**config.mk**
```make
export PLATFORM = sky130hd
export DESIGN_NAME = axil_rd_demux
export DESIGN_NICKNAME = d
export VERILOG_FILES = /design/src/rtl/axil_rd_demux.sv
export SDC_FILE = /design/constraint.sdc
export NUM_CORES = 1
export LEC_CHECK = 0
export ABC_CLOCK_PERIOD_IN_PS = 3500
export BUFFER_PORTS_ARGS = -buffer_cell sky130_fd_sc_hd__buf_2
export CAP_MARGIN = 15
export CORE_ASPECT_RATIO = 0.5
export CORE_MARGIN = 2
export CORE_UTILIZATION = 36
export CTS_CLUSTER_DIAMETER = 80
export DETAILED_ROUTE_END_ITERATION = 12
export GPL_TIMING_DRIVEN = 0
export PLACE_DENSITY = 0.92
export SYNTH_ARGS = -nofsm -noshare
export SYNTH_HDL_FRONTEND = slang
export SYNTH_SLANG_ARGS = --single-unit
```
**constraint.sdc**
```tcl
create_clock -name clk -period 3.5 [get_ports clk]
set_input_delay 0.175 -clock clk [delete_from_list [all_inputs] [get_ports clk]]
set_output_delay 0.175 -clock clk [all_outputs]
set_load 0.03 [all_outputs]
```
**src/rtl/axil_rd_demux.sv**
```systemverilog
// AXI-lite read demux: routes merged AR by address field, returns R in issue order.
// Optional R-path skid register enabled by defining AXIL_RD_DEMUX_RSP_REG_EN.
module axil_rd_demux #(
    parameter int NUM_DSTS        = 2,
    parameter int DATA_WIDTH      = 32,
    parameter int ADDR_WIDTH      = 32,
    parameter int DST_SEL_LSB     = 12,
    parameter int MAX_OUTSTANDING = 4
) (
    input  logic                           clk,
    input  logic                           rst_n,
    input  logic [ADDR_WIDTH-1:0]          src_axi_araddr,
    input  logic                           src_axi_arvalid,
    output logic                           src_axi_arready,
    output logic [DATA_WIDTH-1:0]          src_axi_rdata,
    output logic [1:0]                     src_axi_rresp,
    output logic                           src_axi_rvalid,
    input  logic                           src_axi_rready,
    output logic [NUM_DSTS*ADDR_WIDTH-1:0] dst_axi_araddr,
    output logic [NUM_DSTS-1:0]            dst_axi_arvalid,
    input  logic [NUM_DSTS-1:0]            dst_axi_arready,
    input  logic [NUM_DSTS*DATA_WIDTH-1:0] dst_axi_rdata,
    input  logic [NUM_DSTS*2-1:0]          dst_axi_rresp,
    input  logic [NUM_DSTS-1:0]            dst_axi_rvalid,
    output logic [NUM_DSTS-1:0]            dst_axi_rready
);

    localparam int SEL_W = $clog2(NUM_DSTS + 1);
    localparam int PW    = $clog2(MAX_OUTSTANDING);
    localparam int CW    = PW + 1;

    logic [SEL_W-1:0] w_sel;
    logic             w_err;
    logic             w_full;
    logic             w_dst_rdy;
    logic             w_push;
    logic             w_pop;
    logic             w_hv;
    logic             w_herr;
    logic [SEL_W-1:0] w_hsel;
    logic             w_bvld;
    logic             w_bacc;
    logic [DATA_WIDTH-1:0] w_bdata;
    logic [1:0]            w_bresp;

    logic [PW-1:0] r_wp;
    logic [PW-1:0] r_rp;
    logic [CW-1:0] r_cnt;
    logic [MAX_OUTSTANDING-1:0]            r_ferr;
    logic [MAX_OUTSTANDING-1:0][SEL_W-1:0] r_fsel;

    assign w_sel  = src_axi_araddr[DST_SEL_LSB +: SEL_W];
    assign w_err  = int'(w_sel) >= NUM_DSTS;
    assign w_full = r_cnt == CW'(MAX_OUTSTANDING);

    assign dst_axi_araddr = {NUM_DSTS{src_axi_araddr}};

    always_comb begin
        w_dst_rdy       = 1'b0;
        dst_axi_arvalid = '0;
        for (int i = 0; i < NUM_DSTS; i++) begin
            if (w_sel == SEL_W'(i)) begin
                w_dst_rdy          = dst_axi_arready[i];
                dst_axi_arvalid[i] = rst_n & src_axi_arvalid
                                   & ~w_full & ~w_err;
            end
        end
    end

    assign src_axi_arready = rst_n & ~w_full & (w_err | w_dst_rdy);
    assign w_push = src_axi_arvalid & src_axi_arready;

    assign w_hv   = rst_n & (r_cnt != '0);
    assign w_herr = r_ferr[r_rp];
    assign w_hsel = r_fsel[r_rp];

    // Only the head slave is ever given rready, which enforces issue order.
    always_comb begin
        w_bvld         = 1'b0;
        w_bdata        = '0;
        w_bresp        = 2'b00;
        dst_axi_rready = '0;
        if (w_hv) begin
            if (w_herr) begin
                w_bvld  = 1'b1;
                w_bresp = 2'b11;
            end else begin
                for (int i = 0; i < NUM_DSTS; i++) begin
                    if (w_hsel == SEL_W'(i)) begin
                        w_bvld            = dst_axi_rvalid[i];
                        w_bdata           = dst_axi_rdata[i*DATA_WIDTH +: DATA_WIDTH];
                        w_bresp           = dst_axi_rresp[i*2 +: 2];
                        dst_axi_rready[i] = w_bacc;
                    end
                end
            end
        end
    end

    assign w_pop = w_bvld & w_bacc;

    always_ff @(posedge clk) begin
        if (!rst_n) begin
            r_wp   <= '0;
            r_rp   <= '0;
            r_cnt  <= '0;
            r_ferr <= '0;
            r_fsel <= '0;
        end else begin
            if (w_push) begin
                r_ferr[r_wp] <= w_err;
                r_fsel[r_wp] <= w_sel;
                r_wp         <= r_wp + 1'b1;
            end
            if (w_pop) begin
                r_rp <= r_rp + 1'b1;
            end
            r_cnt <= r_cnt + CW'(w_push) - CW'(w_pop);
        end
    end

`ifdef AXIL_RD_DEMUX_RSP_REG_EN
    logic [1:0]                 r_sk_cnt;
    logic                       r_sk_wp;
    logic                       r_sk_rp;
    logic [1:0][DATA_WIDTH-1:0] r_sk_data;
    logic [1:0][1:0]            r_sk_resp;
    logic                       w_sk_out;

    // Readiness depends only on skid occupancy, so src_axi_rready never
    // reaches the slave rready path combinationally.
    assign w_bacc   = r_sk_cnt != 2'd2;
    assign w_sk_out = src_axi_rvalid & src_axi_rready;

    always_ff @(posedge clk) begin
        if (!rst_n) begin
            r_sk_cnt  <= '0;
            r_sk_wp   <= 1'b0;
            r_sk_rp   <= 1'b0;
            r_sk_data <= '0;
            r_sk_resp <= '0;
        end else begin
            if (w_pop) begin
                r_sk_data[r_sk_wp] <= w_bdata;
                r_sk_resp[r_sk_wp] <= w_bresp;
                r_sk_wp            <= ~r_sk_wp;
            end
            if (w_sk_out) begin
                r_sk_rp <= ~r_sk_rp;
            end
            r_sk_cnt <= r_sk_cnt + {1'b0, w_pop} - {1'b0, w_sk_out};
        end
    end

    assign src_axi_rvalid = rst_n & (r_sk_cnt != '0);
    assign src_axi_rdata  = r_sk_data[r_sk_rp];
    assign src_axi_rresp  = r_sk_resp[r_sk_rp];
`else
    assign w_bacc         = src_axi_rready;
    assign src_axi_rvalid = w_bvld;
    assign src_axi_rdata  = w_bdata;
    assign src_axi_rresp  = w_bresp;
`endif

endmodule

```
Word-level counts from Yosys, hierarchy flattened

Cells that the tools add are included.

Bits in registers: 19
Bits of input ports: 108
Output and inout port bits: 104
Word-level logic and storage cells: 64

Add/subtract/negate cells: 4
Order comparisons: 4
Eq/ne operators: 3
Muxes and demuxes: 30
Bitwise operators: 11
Reduce and logical (&&, ||, !) cells: 4

Operators with widths:

| operator              | count |
|---|---|
| $mux W32              | 4 |
| $mux W2               | 8 |
| $mux W1               | 12 |
| $and A1 B1 Y1         | 8 |
| $bwmux W8             | 1 |
| $lt A2 B3 Y1 const B  | 2 |
| $add A2 B1 Y2 const B | 2 |
| $bmux W2 S2           | 1 |
| $bwmux W4             | 1 |
| $demux W2 S2          | 1 |
| $eq A2 B1 Y1 const B  | 2 |
| $logic_not A2 Y1      | 2 |
| $add A3 B1 Y3         | 1 |
| $eq A3 B3 Y1 const B  | 1 |
| $reduce_bool A3 Y1    | 1 |
| $sub A3 B1 Y3         | 1 |
| $bmux W1 S2           | 1 |
| $demux W1 S2          | 1 |
| $ge A2 B1 Y1 const B  | 1 |
| $ge A2 B2 Y1 const B  | 1 |
| $not A1 Y1            | 2 |
| $logic_and A1 B1 Y1   | 1 |
| $or A1 B1 Y1          | 1 |

Logic depth before layout (Yosys ltp)

Gate-level depths: netlist of the first run.

Depth in word-level cells: 9
Gate-level depth with buffers: 12
Gate-level depth less buffers: 10

Worst setup path before layout of the first run

No wires, ideal clock.

Path kind: register -> register
Start: reg r_rp[0]
End: reg r_cnt[2]
Library setup time: 0.128 ns
Arrival: 2.601 ns
Required time: 3.372 ns
Slack: 0.771 ns
Cell stages (with the launch flop): 13
Path buffers: 2
Period minus slack after synthesis: 2.729 ns
Cell sequence: dfxtp_1 -> buf_6 -> mux4_2 -> buf_6 -> mux2i_2 -> o31ai_2 -> ha_1 -> inv_1 -> ha_1 -> fa_1 -> xnor2_1 -> xnor2_1 -> nor2_1

Cells in the longest elaborated chain, start to end: 9
Elaborated cells on any way between the ends: 12
Those cells by class: 1 x add/sub; 1 x eq/ne; 8 x mux; 1 x bitwise; 1 x reduce/logical

Ends and longest elaborated chain:

| what                          | line | text |
|---|---|---|
| start: declaration            | 47   | `logic [PW-1:0] r_rp;` |
| start signal: assignment      | 116  | `r_rp <= r_rp + 1'b1;` |
| $bmux W2 S2                   | 75   | `assign w_hsel = r_fsel[r_rp];` |
| $mux W2 (not written as such) | 75   |  |
| $logic_not A2 Y1              | 89   | `if (w_hsel == SEL_W'(i)) begin` |
| $mux W1 (2 in a row)          | 89   |  |
| $mux W1 *                     | 84   | `if (w_herr) begin` |
| $mux W1 *                     | 83   | `if (w_hv) begin` |
| $and A1 B1 Y1 *               | 100  | `assign w_pop = w_bvld & w_bacc;` |
| net w_pop                     | 37   | `logic w_pop;` |
| $sub A3 B1 Y3 *               | 118  | `r_cnt <= r_cnt + CW'(w_push) - CW'(w_pop);` |
| end signal: assignment        | 118  |  |
| end: declaration              | 48   | `logic [CW-1:0] r_cnt;` |

Mark *: on every way through the listed nets, which the timed path passes. The rest lies on a longest branch. The select of a mux whose other input is x is not followed.
A chain may end at the register's enable or synchronous reset.

Worst setup path after layout of the first run

Same ends and word-level chain as after synthesis.

==> impl_metrics.ini, run 1 <==
[global_routing]
grt_max_degree = 13
grt_pass1_wl_um = 9584
gr-total-overflow = 0
first_global_vias = 2197
grt.total_usage = 0.1895
antenna_found_initial = 0

[cells_and_area]
fill_cells = 509
n_antenna_cell = 0
postLayoutCoreUtil = 0.5617
fin_nets = 595
drive_gt1_frac = 0.5428
area_growth_pct = 51.24

[worst_setup_path]
required_ns = 3.64
start_kind = register
worstPathCellList = buf_6 > mux4_2 > buf_6 > mux2i_2 > o31ai_2 > ha_1 > inv_1 > ha_1 > fa_1 > xnor2_1 > xnor2_1 > nor2_1
cp-end-kind = register
worstPathArrival_ns = 3.09
path_depth = 12
critPathMaxStageDelay_ns = 0.51
cp-startpoint = r_rp[0]$_SDFFE_PN0P_
crit_slowest_cell = mux4_2
rr_endpoint = r_cnt[2]$_SDFF_PN0_
rr_startpoint = r_rp[0]$_SDFFE_PN0P_
cpLargestDelayFamily = adder cells
r2r.worst_path.cells = 12
r2r_slack_ns = 0.56
endpoint = r_cnt[2]$_SDFF_PN0_
cp_max_fo = 9
path_class = reg2reg
worst-path-buf-inv = 3

[floorplan]
coreArea_um2 = 5444
die_h_um = 57.00
initial_utilization = 0.3714
io_pins = 212
die_x_um = 110.0
core.rowCount = 19
die_area_um2 = 6269

[sta]
grt_setup_unrepaired = no
relSlewSlack = 0.6559
finalHoldViolCount = 0
setup_violations = 0
fmax_mhz = 339.7
period_minus_slack_ns = 2.944
drv_slew = 0
fin_worst_skew_ns = 0.003454
period_share = 0.8412
worst_slew_pin_slew_ns = 0.5157
setup_tns_ns = 0

[route]
via_count = 2477
wl_um = 6486
wl_per_cell_um = 11.75
ant_nets = 0
drc_errors = 0
drt-vias-per-instance = 4.487
firstDrtPassIters = 6
drt-initial-drc-count = 182

[pwr]
irDropWorstVdd_mv = 0.2408
p_comb_frac = 0.624
seq_power_share = 0.226
swShare = 0.4908
p_leak_nw = 1.687
internal-power_mw = 0.5551
clkPwrFrac = 0.150
switching_power_mw = 0.5350
cellPowerDensity_nw_per_um2 = 356.5

[clock_tree]
worstSkewPairLatency_ns = 0.27
cts.clk_slew.worst_paths_ns = 0.08
cts.htree.levels = 1
tritoncts = done
clock-sinks = 19
cts_max_path_buffers = 2
postCtsHoldBufs = 0
postCtsSetupBuffers = 0
cts_resized = 0
cts-root-buf = clkbuf_8
cts_buffers = 3

[status]
status = finished clean

[synth]
ys_seq_area_frac = 0.1881
yosysWarnings = 0
syn_area_um2 = 2022
synthDistinctLibCells = 30
avgSynthCellArea_um2 = 6.831
ys_ff_latch = 19
syn-num-nets = 411
syn_inst = 296

[place]
place_congestion = 0.7852
hpwl_um = 5537
port_buffers = 179

[flow_run]
maxCapViolCount = 0

[worst_hold_path]
min_path_type = in2reg
## final cells by class
class	count	area (um2)	share of cell area
Clock buffer	3	41.29	0.01350
Buffer	81	561.8	0.1837
Timing Repair Buffer	179	895.9	0.2930
Clock inverter	1	7.507	0.002455
Inverter	13	48.80	0.01596
Tap cell	73	91.34	0.02987
Multi-Input combinational cell	183	1031	0.3372
Sequential cell	19	380.4	0.1244
## layer usage
layer	wire, um	vias to the layer above	track usage	share of wire
met1	2700	1119	0.2304	0.42
met4	19	0	0.03978	0.0029
met3	424	2	0.03771	0.065
met5	0	-	0	0
li1	-	1273	-	-
met2	3342	83	0.3479	0.52
## registers in the layout, summed over array words and instances (netlist names)
| register | flops |
|---|---|
| r_wp | 2 |
| r_cnt | 3 |
| r_ferr | 4 |
| r_rp | 2 |
| r_fsel | 8 |
## Yosys cell counts (all sizes together)
library cell | instances | share of area
nand2 | 72 | 0.13
buf | 68 | 0.25
a21oi | 46 | 0.11
dfxtp | 19 | 0.19
clkbuf | 13 | 0.024
inv | 13 | 0.024
o21ai | 12 | 0.030
nand3 | 11 | 0.027
mux2i | 7 | 0.037
ha | 6 | 0.037
nor2 | 5 | 0.0093
mux4 | 3 | 0.033
nor3 | 3 | 0.0074
o21a | 3 | 0.011
and2 | 2 | 0.0062
mux2 | 2 | 0.011
o31ai | 2 | 0.0099
xnor2 | 2 | 0.0087
fa | 1 | 0.0099
nand4 | 1 | 0.0031
nor3b | 1 | 0.0037
o2111ai | 1 | 0.0043
o211a | 1 | 0.0050
o31a | 1 | 0.0043
or3b | 1 | 0.0043
## tightest hold or removal path, delay by kind of cell
kind	cells	cell delay, ns
AND/OR/NAND/NOR	1	0.08
buffers and inverters	1	0.16
AO/OA/AOI/OAI	1	0.05
## how the worst min path moves through the flow
stage                                 from                     end  slack (ns)  depth (start not counted)
floorplan               src_axi_araddr[12]  r_fsel[0]$_SDFFE_PN0P_        0.32                          2
global placement    r_ferr[0]$_SDFFE_PN0P_  r_ferr[0]$_SDFFE_PN0P_        0.46                          2
detailed placement  r_fsel[1]$_SDFFE_PN0P_  r_fsel[1]$_SDFFE_PN0P_        0.47                          2
CTS                     src_axi_araddr[12]  r_fsel[4]$_SDFFE_PN0P_        0.24                          3
global route            src_axi_araddr[12]  r_fsel[0]$_SDFFE_PN0P_        0.26                          3
finish                  src_axi_araddr[12]  r_fsel[4]$_SDFFE_PN0P_        0.24                          3
## cells by family (layout without fill, tap and decap cells)
logic type,count (synthesis),after routing,share of synthesized area
adders and majority gates,7,7,0.04703
AOI/OAI and AO/OA,66,66,0.1782
DFF,19,19,0.1881
buffers and inverters,94,277,0.3020
muxes,12,12,0.08106
xor gates and xnor gates,2,2,0.008665
and+or+nand+nor,96,96,0.1949
## stage by stage
stage                     setup WS [ns]  total power [mW]  cells  hold slack, ns  cell area (um2)
after floorplan                  0.7711            0.7396    296          0.3227             2022
after global placement           0.6211            0.9215    548          0.4611             3009
after detailed placement         0.5775            0.9308    548          0.4664             3009
after CTS                        0.5604             1.094    552          0.2357             3058
after global routing             0.3915             1.160    552          0.2557             3058
final                            0.5559             1.090    552          0.2429             3058
## layout by cell type (no fill, tap or decap), drive strengths merged, types with 3 or more instances in the layout
cell,n
a21oi,46
buf,247
clkbuf,16
dfxtp,19
ha,6
inv,13
mux2i,7
mux4,3
nand2,72
nand3,11
nor2,5
nor3,3
o21a,3
o21ai,12
## power groups by stage
stage,clock [mW],sequential [mW],combinational [mW]
after floorplan,0,0.249,0.491
after global placement,0,0.251,0.671
after detailed placement,0,0.251,0.680
after CTS,0.166,0.246,0.682
after global routing,0.178,0.249,0.733
final,0.163,0.246,0.680
(Power assumes the default switching activity.)
==> run 2: changes to the inputs <==
- ABC_CLOCK_PERIOD_IN_PS: 3500 -> 3000
- clock period: 3.5 -> 3 ns (I/O delays scaled with it)
==> impl_metrics.ini, run 2 (synthesis results as in run 1) <==
[clock_tree]
cts_max_path_buffers = 2
cts.clk_slew.worst_paths_ns = 0.08
tritoncts = done
worstSkewPairLatency_ns = 0.27
cts.htree.levels = 1
cts_resized = 0
clock-sinks = 19
cts-root-buf = clkbuf_8
postCtsSetupBuffers = 0
cts_buffers = 3
postCtsHoldBufs = 0

[cells_and_area]
n_antenna_cell = 0
final_common_cell = buf_2
area_growth_pct = 52.60
drive_gt1_frac = 0.5470
fin_cells = 552
layout_common_cells = buf_2 (181), nand2_1 (72), buf_4 (64), a21oi_1 (46), dfxtp_1 (19)
stdcell_area_um2 = 3085
fill_cells = 506
fin_nets = 595
largest_reg_flops = 8
top_register = r_fsel
largest_registers = r_fsel: 8 flops, r_ferr: 4 flops, r_cnt: 3 flops

[floorplan]
core.rowCount = 19
die_h_um = 57.00
io_pins = 212
initial_utilization = 0.3714
die_x_um = 110.0
die_area_um2 = 6269
coreArea_um2 = 5444

[worst_hold_path]
hp-start = src_axi_araddr[12]
min_path_cells = 3
hold_end = r_fsel[4]$_SDFFE_PN0P_
min_path_type = in2reg

[flow_run]
maxCapViolCount = 0

[pwr]
irDropWorstVdd_mv = 0.2780
p_leak_nw = 1.696
cellPowerDensity_nw_per_um2 = 417.1

[sta]
grt_setup_unrepaired = no
period_share = 0.9493
finalHoldViolCount = 0
drv_slew = 0
fin_ws_ns = 0.1522
setup_tns_ns = 0
worst_slew_pin_slew_ns = 0.5091
relSlewSlack = 0.6602
fin_worst_skew_ns = 0.003276
fmax_mhz = 351.2
setup_violations = 0
period_minus_slack_ns = 2.848

[route]
wl_per_cell_um = 11.85
via_count = 2487
drc_errors = 0
firstDrtPassIters = 7
drt-initial-drc-count = 166
drt-vias-per-instance = 4.505
ant_nets = 0
wl_um = 6543

[status]
status = finished clean

[worst_setup_path]
rr_startpoint = r_rp[0]$_SDFFE_PN0P_
r2r_slack_ns = 0.15
cp_max_fo = 9
cp-end-kind = register
rr_endpoint = r_cnt[2]$_SDFF_PN0_
path_class = reg2reg
required_ns = 3.15
r2r.worst_path.cells = 12
worstPathArrival_ns = 2.99
start_kind = register

[global_routing]
grt_max_degree = 13
grt.total_usage = 0.1895
grt_pass1_wl_um = 9584
antenna_found_initial = 0
gr-total-overflow = 0
first_global_vias = 2197

[place]
place_congestion = 0.7852
hpwl_um = 5537
preCtsSetupSlack_ns = 0.07751
placed_cells = 548
port_buffers = 179
placed_area_um2 = 3009
run 2: cell count changes in the layout (fill, tap and decap cells not counted):
cell / before / now
mux2i_2: 1 / 0
o31ai_4: 0 / 1
fa_1: 1 / 0
fa_2: 0 / 1
o31ai_2: 1 / 0
xnor2_2: 0 / 1
mux2i_4: 0 / 1
xnor2_1: 2 / 1
run 2: metrics by stage:
stage / hold WS (ns) / power, mW / util
after detailed placement: 0.4664 / 1.086 / 0.5527
after floorplan: 0.2977 / 0.8629 / -
after global routing: 0.2223 / 1.370 / 0.5668
final: 0.2181 / 1.287 / 0.5668
after global placement: 0.4611 / 1.075 / 0.5527
after CTS: 0.2107 / 1.276 / 0.5617
run 2: routing by layer:
metal	wire, um	GRT usage	up-vias	share of wire
li1	-	-	1275	-
met1	2667	0.2304	1119	0.41
met2	3381	0.3479	91	0.52
met3	474	0.03771	2	0.072
met4	19	0.03978	0	0.0029
met5	0	0	-	0
run 2: power breakdown:
group	switching [mW]	internal, mW
clock network	0.0992	0.0940
registers	0.0162	0.273
logic	0.516	0.289
run 2: worst max-delay path, stage by stage (launching register included):
cell	delay, ns
dfxtp_1	0.33
buf_6	0.14
mux4_2	0.51
buf_6	0.16
mux2i_4	0.20
o31ai_4	0.27
ha_1	0.18
inv_1	0.04
ha_1	0.18
fa_2	0.36
xnor2_2	0.15
xnor2_1	0.16
nor2_1	0.05
run 2: how the worst max path moves through the flow:
| stage | start | endpoint | depth (start not counted) |
|---|---|---|---|
| after floorplan | r_rp[0]$_SDFFE_PN0P_ | r_cnt[2]$_SDFF_PN0_ | 12 |
| after global placement | r_rp[0]$_SDFFE_PN0P_ | r_cnt[2]$_SDFF_PN0_ | 12 |
| after detailed placement | r_rp[0]$_SDFFE_PN0P_ | r_cnt[2]$_SDFF_PN0_ | 12 |
| after CTS | r_rp[0]$_SDFFE_PN0P_ | r_cnt[2]$_SDFF_PN0_ | 12 |
| after global routing | r_rp[0]$_SDFFE_PN0P_ | r_cnt[2]$_SDFF_PN0_ | 12 |
| final | r_rp[0]$_SDFFE_PN0P_ | r_cnt[2]$_SDFF_PN0_ | 12 |
run 2: cell type report:
type                       count  area [um2]  share of cell area
tap                           73       91.34             0.02960
inverter                      13       48.80             0.01582
clock inverter                 1       7.507            0.002433
sequential                    19       380.4              0.1233
timing repair buffer         179       895.9              0.2903
buffer                        81       561.8              0.1821
multi-input combinational    183        1059              0.3431
clock buffer                   3       41.29             0.01338
